<file path="config.mk">
export PLATFORM = sky130hd
export DESIGN_NAME = divide_seq_unit
export DESIGN_NICKNAME = d
export VERILOG_FILES = /design/src/rtl/divide_seq_unit.sv
export SDC_FILE = /design/constraint.sdc
export NUM_CORES = 1
export LEC_CHECK = 0
export CELL_PAD_IN_SITES_DETAIL_PLACEMENT = 1
export CELL_PAD_IN_SITES_GLOBAL_PLACEMENT = 1
export CORE_MARGIN = 2
export CORE_UTILIZATION = 45
export DETAILED_ROUTE_END_ITERATION = 8
export PLACE_DENSITY_LB_ADDON = 0.1
export SYNTH_ARGS = -nofsm -noshare
export SYNTH_HDL_FRONTEND = slang
export SYNTH_SLANG_ARGS = --single-unit
</file>
<file path="constraint.sdc">
create_clock -name clk -period 8.23 [get_ports clk]
set_clock_uncertainty 0.2 [all_clocks]
set_input_delay 1.2345 -clock clk [delete_from_list [all_inputs] [get_ports clk]]
set_output_delay 1.2345 -clock clk [all_outputs]
set_load 0.005 [all_outputs]
</file>
<file path="src/rtl/divide_seq_unit.sv">
// Multi-cycle restoring integer divider for the VCPU-32 execute stage.
// One quotient bit per clock; signed or unsigned operands; start/done handshake.
module divide_seq_unit #(
  parameter int unsigned WIDTH = 32
) (
  input  logic             clk,
  input  logic             rst,
  input  logic             start,
  input  logic             signedOp,
  input  logic [0:WIDTH-1] a,
  input  logic [0:WIDTH-1] b,
  output logic             busy,
  output logic             done,
  output logic [0:WIDTH-1] q,
  output logic [0:WIDTH-1] r,
  output logic             divZero,
  output logic             ovl
);

  localparam int unsigned CW = (WIDTH > 1) ? $clog2(WIDTH) : 1;
  localparam logic [CW-1:0] LAST_STEP = CW'(WIDTH - 1);
  localparam logic [0:WIDTH-1] ALL_ONES = '1;
  localparam logic [0:WIDTH-1] MIN_NEG = {1'b1, (WIDTH-1)'(0)};

  typedef enum logic [1:0] {
    IDLE = 2'd0,
    CALC = 2'd1,
    FIX  = 2'd2,
    DONE = 2'd3
  } state_t;

  state_t state, state_nxt;

  logic [0:WIDTH-1] dvd;
  logic [0:WIDTH-1] dvs;
  logic [0:WIDTH-1] rem;
  logic [CW-1:0]    cnt;
  logic             neg_q;
  logic             neg_r;

  logic             is_zero;
  logic             is_ovf;
  logic [0:WIDTH-1] a_mag;
  logic [0:WIDTH-1] b_mag;
  logic [0:WIDTH-1] rem_sh;
  logic [0:WIDTH]   sum;
  logic             no_borrow;

  // Special-case detection and operand magnitudes at the sampling edge
  assign is_zero = (b == '0);
  assign is_ovf  = signedOp && (a == MIN_NEG) && (b == ALL_ONES);
  assign a_mag   = (signedOp && a[0]) ? -a : a;
  assign b_mag   = (signedOp && b[0]) ? -b : b;

  // Trial subtraction as add of inverted divisor with carry-in 1.
  // The bit shifted out of rem is an implicit 33rd bit: if set, the shifted
  // remainder exceeds any WIDTH-bit divisor, so the step never borrows.
  assign rem_sh    = {rem[1:WIDTH-1], dvd[0]};
  assign sum       = {1'b0, rem_sh} + {1'b0, ~dvs} + (WIDTH+1)'(1);
  assign no_borrow = sum[0] | rem[0];

  // Next-state logic
  always_comb begin
    state_nxt = state;
    case (state)
      IDLE: if (start) state_nxt = (is_zero || is_ovf) ? DONE : CALC;
      CALC: if (cnt == LAST_STEP) state_nxt = FIX;
      FIX:  state_nxt = DONE;
      DONE: state_nxt = IDLE;
      default: state_nxt = IDLE;
    endcase
  end

  // State, datapath and registered outputs
  always_ff @(posedge clk) begin
    if (!rst) begin
      state   <= IDLE;
      busy    <= 1'b0;
      done    <= 1'b0;
      q       <= '0;
      r       <= '0;
      divZero <= 1'b0;
      ovl     <= 1'b0;
      dvd     <= '0;
      dvs     <= '0;
      rem     <= '0;
      cnt     <= '0;
      neg_q   <= 1'b0;
      neg_r   <= 1'b0;
    end else begin
      state <= state_nxt;
      busy  <= (state_nxt == CALC) || (state_nxt == FIX);
      done  <= (state_nxt == DONE);
      case (state)
        IDLE: begin
          if (start) begin
            divZero <= 1'b0;
            ovl     <= 1'b0;
            if (is_zero) begin
              q       <= ALL_ONES;
              r       <= a;
              divZero <= 1'b1;
            end else if (is_ovf) begin
              q   <= MIN_NEG;
              r   <= '0;
              ovl <= 1'b1;
            end else begin
              dvd   <= a_mag;
              dvs   <= b_mag;
              neg_r <= signedOp & a[0];
              neg_q <= signedOp & (a[0] ^ b[0]);
              rem   <= '0;
              cnt   <= '0;
            end
          end
        end
        CALC: begin
          rem <= no_borrow ? sum[1:WIDTH] : rem_sh;
          dvd <= {dvd[1:WIDTH-1], no_borrow};
          cnt <= (cnt == LAST_STEP) ? '0 : cnt + CW'(1);
        end
        FIX: begin
          q <= neg_q ? -dvd : dvd;
          r <= neg_r ? -rem : rem;
        end
        default: ;
      endcase
    end
  end

endmodule

</file>
==> metrics.txt, run 1 <==
status finished, final reports clean; cts bufs inserted 17; Worst Hold Class reg -> reg; vias in the first global route 11.24k; largest net degree at the start of global routing 85; CORE AREA 24960 um^2; Hold Fails Final Rpt 0; flops & latches, synth 173; Max-cap violations 0; Setup TNS 0 ns; # rows 58; PD cells 157.8 nW/um^2; multi-input logic area 7345 um^2; Synth Instances 1414; Worst slew margin 24.30%; Ys Warns 0; GR Overflow Total 0; DRC viols 0; Mapped Area 11370 um^2; CTS max path bufs 2; setup bufs post-CTS 0; sequential fraction of the synthesis area 30.46%; count leader, synth dfxtp_1; Die Height 163.0 um; fin util 53.81%; vias 11.20k; crit path launch type input port; cts repair resizes 0; die area 26550 um^2; share of layout cells above drive strength 1 5.246%; gr usage total 29.72%; GP Congestion 0.8982; final net count 1603; crit path DAT 5.27 ns; number of iterations in the first detailed-routing pass 5; async set-or-reset flop fraction in the synthesized netlist 0%; pre-CTS setup slack 2.774 ns; Crit Path Max Fanout 30; number of synthesized flops with an enable pin 0; Synth top cells by count dfxtp_1, nand2_1, nor2_1, o21ai_0, xnor2_1; cell taking the most area after synthesis dfxtp_1; initial DRC count 717; initial antenna violation count 0; Final ANT Viol Nets 0; first-pass GRT wire length 62.15 mm; Synth top area share 30.46%; hpwl dp 29.60 mm; Yosys cell types 76; Period minus WS final 5.112 ns; clock sink count 173; fin crit share 62.11%; critical path class in -> reg; Critical Path End Type register; Initial Util 45.54%; CTS tree yes; syn_area_per_cell 8.041 um^2; Setup WS post-layout 3.118 ns; IO buf count 135; Synth Flop Type dfxtp_1; Synth area leaders dfxtp_1, xnor2_1, o211a_1; Total Wirelength 38.99 mm; maximum VDD drop 0.0001062 V; Fillers 3066; Finished Layout Cells 1836; # diodes 0; Via density 6.102; area added between synthesis and finish 18.16%; fin. max-slew vios 0; Syn Nets 1523; Final Setup Violations 0; # IOs 136; Post-Layout Inst Area 13430 um^2; CP required 8.39 ns; Worst-Skew Late Latency 0.44 ns; Die W 163.0 um; Leakage 5.466 nW; register area 3463 um^2; hold_buf cts 0; Clk Tree Root Cell clkbuf_16; RSZ-0062 raised after global routing no; Tightest Pin Transition 1.136 ns; clk slew on worst S/H paths 0.07 ns; fmax 195.6 MHz; Avg WL per Cell 21.24 um; Placed Area 12870 um^2; placed cell count 1805; CTS HTree Levels 4
==> area by class of cell <==
| class | instances | area share, % |
|---|---|---|
| clock buffer | 19 | 3.223 |
| inverter | 54 | 1.509 |
| tap | 330 | 3.073 |
| sequential | 173 | 25.78 |
| multi-input combinational | 1100 | 54.67 |
| timing repair buffer | 148 | 10.77 |
| clock inverter | 12 | 0.9779 |
==> worst max-delay path, stage by stage <==
cell             delay (ns)
clkdlybuf4s50_1        0.54
or4_1                  0.62
nor4_1                 0.56
nand3b_1               0.27
nor3_2                 0.47
or2_1                  0.32
o21a_2                 0.32
and2_1                 0.31
buf_4                  0.38
a22oi_1                0.14
o21ai_0                0.09
==> cell usage in the layout, fill, tap and decap left out, types with 6 or more instances in the layout <==
cell type / count
clkdlybuf4s50_1: 134
dfxtp_1: 173
o41ai_1: 14
o21ai_0: 103
a211oi_1: 48
xnor2_1: 85
o221a_2: 6
nand2b_1: 14
inv_1: 54
or3_1: 16
a21o_1: 11
nand3_1: 29
xor2_1: 56
a31oi_1: 10
a22oi_1: 29
nor3b_1: 6
or4_1: 16
nor4_1: 12
buf_4: 14
o31ai_1: 24
nand2_1: 152
and2_1: 14
clkbuf_16: 17
o211ai_1: 15
nor2_1: 110
a32oi_1: 7
nand4_1: 16
a21oi_1: 78
nor3_1: 20
o211a_1: 59
nor2b_1: 17
mux2i_1: 13
ha_1: 40
==> sequential cells by signal, indices dropped and copies added, names as in the netlist <==
| name | cells |
|---|---|
| cnt | 5 |
| divZero | 1 |
| dvs | 32 |
| rem | 32 |
| neg_q | 1 |
| neg_r | 1 |
| r | 32 |
| q | 32 |
| state | 2 |
| done | 1 |
| dvd | 32 |
| ovl | 1 |
| busy | 1 |
==> kinds of logic (layout without fill, tap and decap cells) <==
family / count (synthesis) / after routing / synth area share [%]
compound gates: 454 / 454 / 28.26
simple gates: 449 / 449 / 19.42
flops: 173 / 173 / 30.46
xor+xnor: 141 / 141 / 10.86
buf+inv: 141 / 233 / 5.073
fa+ha+maj: 41 / 41 / 4.578
mux: 15 / 15 / 1.343
==> metal layers <==
layer  part of all wire [%]  global-route usage (%)  vias up
met2                     51                   53.78      267
met3                    3.6                   3.591       54
met4                    2.7                   9.855        0
li1                       -                       -     5313
met1                     43                   36.45     5569
met5                      0                       0        -
==> per-stage QoR <==
stage,power (mW),hold slack [ns]
global route,2.211,0.2940
detailed placement,1.335,0.2558
CTS,2.129,0.2723
finish,2.120,0.2654
floorplan,1.181,0.2236
global placement,1.324,0.2455
==> where the power goes <==
| group | switching [mW] | total (mW) | internal, mW |
|---|---|---|---|
| clock network | 0.375 | 0.799 | 0.424 |
| logic | 0.249 | 0.412 | 0.163 |
| registers | 0.0403 | 0.909 | 0.869 |
| total | 0.664 | 2.12 | 1.46 |
==> path summary, 6_finish.rpt <==
path | from | slack (ns) | end | depth (start not counted)
max reg2reg | rem[9] | 3.41 | rem[10] | 10
min reg2reg | cnt[3] | 0.27 | cnt[3] | 1
min | cnt[3] | 0.27 | cnt[3] | 1
max | b[17] | 3.12 | rem[2] | 11
(Power assumes the default switching activity.)
==> run 2, diff against run 1 <==
- CORE_UTILIZATION: 45 -> 43
- clock period: 8.23 -> 5.12 ns (I/O delays scaled with it)
==> run 2 against run 1 <==
Cell count rose by 0.98%. Core utilization shrank 1.5 points. Clock power increased by 64%. Non-clock buffer count rose by 13. Global-route usage shrank 1.1 points. Routed wire length is 3.4% higher. Sequential share of layout area down 0.32 points. Flip-flop and latch count unchanged. First-iteration DRC count grew 10%. Worst setup slack got worse by 2.5 ns. Clock-buffer cell count fell by 2. Largest power group unchanged.
==> metrics.txt, run 2 (synthesis gave the netlist of run 1 again) <==
Final Setup Violations 0; Worst Hold Class reg -> reg; initial DRC count 791; final net count 1616; GP Congestion 0.8765; GR Overflow Total 0; share of layout cells above drive strength 1 6.188%; first-pass GRT wire length 63.71 mm; Worst-Skew Late Latency 0.45 ns; Die Height 166.6 um; fin crit share 87.19%; Finished Layout Cells 1854; Setup TNS 0 ns; CTS HTree Levels 4; cts repair resizes 0; Clk Tree Root Cell clkbuf_16; Total Wirelength 40.32 mm; Critical Path End Type register; Hold Fails Final Rpt 0; largest net degree at the start of global routing 83; crit path launch type input port; Avg WL per Cell 21.75 um; CTS max path bufs 2; fin. max-slew vios 0; CP required 5.27 ns; IO buf count 135; # IOs 136; CP cell instances clkdlybuf4s50_1, or3_1, nor3b_1, nand3_1, nor3_1, or2_1, a21oi_1, nor2_4, buf_4, nor2_1, a211oi_1; crit-path max cell delay 0.62 ns; hpwl dp 30.43 mm; Worst slew margin 19.29%; Final ANT Viol Nets 0; cts bufs inserted 17; most frequent cells in the layout dfxtp_1, nand2_1, clkdlybuf4s50_1, nor2_1, o21ai_0; area added between synthesis and finish 19.65%; critical path class in -> reg; Max-cap violations 0; hold_buf cts 0; PD cells 253.3 nW/um^2; RSZ-0062 raised after global routing no; number of iterations in the first detailed-routing pass 5; clk slew on worst S/H paths 0.08 ns; Tightest Pin Transition 1.211 ns; clock sink count 173; Initial Util 43.75%; Top delay family on crit path simple AND/OR/NAND/NOR gates; Leakage 5.560 nW; die area 27760 um^2; # rows 59; DRC viols 0; vias in the first global route 11.45k; CORE AREA 25980 um^2; maximum VDD drop 0.0002228 V; CP max stage cell nor3b_1; Fillers 3142; Crit path buffers/inverters 2; setup bufs post-CTS 0; # diodes 0; fin util 52.35%; status finished, final reports clean; CTS tree yes; Period minus WS final 4.464 ns; Die W 166.6 um; gr usage total 28.65%; Crit Path Max Fanout 43; vias 11.27k; fmax 224.0 MHz; commonest non-fill, non-tap cell in the layout dfxtp_1; placed cell count 1823; Via density 6.081; crit path DAT 4.61 ns; initial antenna violation count 0
run 2: cell count changes in the layout (fill, tap and decap cells not counted), sizes merged:
| cell | change |
|---|---|
| buf | +13 |
| clkinvlp | -2 |
| clkinv | +4 |
| inv | +1 |
| bufinv | -1 |
| clkbuf | -2 |
run 2: layer usage:
metal  track usage (%)  share of wire, %  up-vias
met1             35.95                43     5584
li1                  -                 -     5343
met5                 0                 0        -
met3             2.971               4.1       57
met2             51.02                50      290
met4             10.08               2.9        0
run 2: power breakdown:
part	switching [mW]	internal, mW
logic	0.399	0.268
clock network	0.664	0.651
registers	0.0673	1.40
total	1.13	2.32
run 2: layout make-up:
class / count / area [um^2] / area share, %
sequential: 173 / 3463 / 25.46
clock buffer: 17 / 425.4 / 3.127
tap: 335 / 419.2 / 3.081
clock inverter: 14 / 155.1 / 1.140
inverter: 54 / 202.7 / 1.490
multi-input combinational: 1100 / 7345 / 53.99
timing repair buffer: 161 / 1594 / 11.72
run 2: worst paths after layout:
| check | startpoint | to | slack (ns) | cells past startpoint |
|---|---|---|---|---|
| worst max-delay path | a[29] | q[21] | 0.66 | 11 |
| worst min-delay path | q[17] | q[17] | 0.27 | 2 |
| worst max register to register | rem[14] | rem[30] | 0.71 | 10 |
| worst min register to register | q[17] | q[17] | 0.27 | 2 |
run 2: tightest hold or removal path: stages (launching register included):
cell     delay [ns]
dfxtp_1        0.31
nand2_1        0.05
o21ai_0        0.06
run 2: through the flow:
step / power (mW) / worst slack [ns] / area (um^2) / hold slack, ns
detailed placement: 2.150 / 0.3260 / 13020 / 0.2661
CTS: 3.458 / 0.7311 / 13600 / 0.2761
global route: 3.591 / 0.3257 / 13600 / 0.3074
global placement: 2.137 / 0.5219 / 13020 / 0.2515
finish: 3.445 / 0.6560 / 13600 / 0.2743
floorplan: 1.899 / 1.577 / 11370 / 0.2236
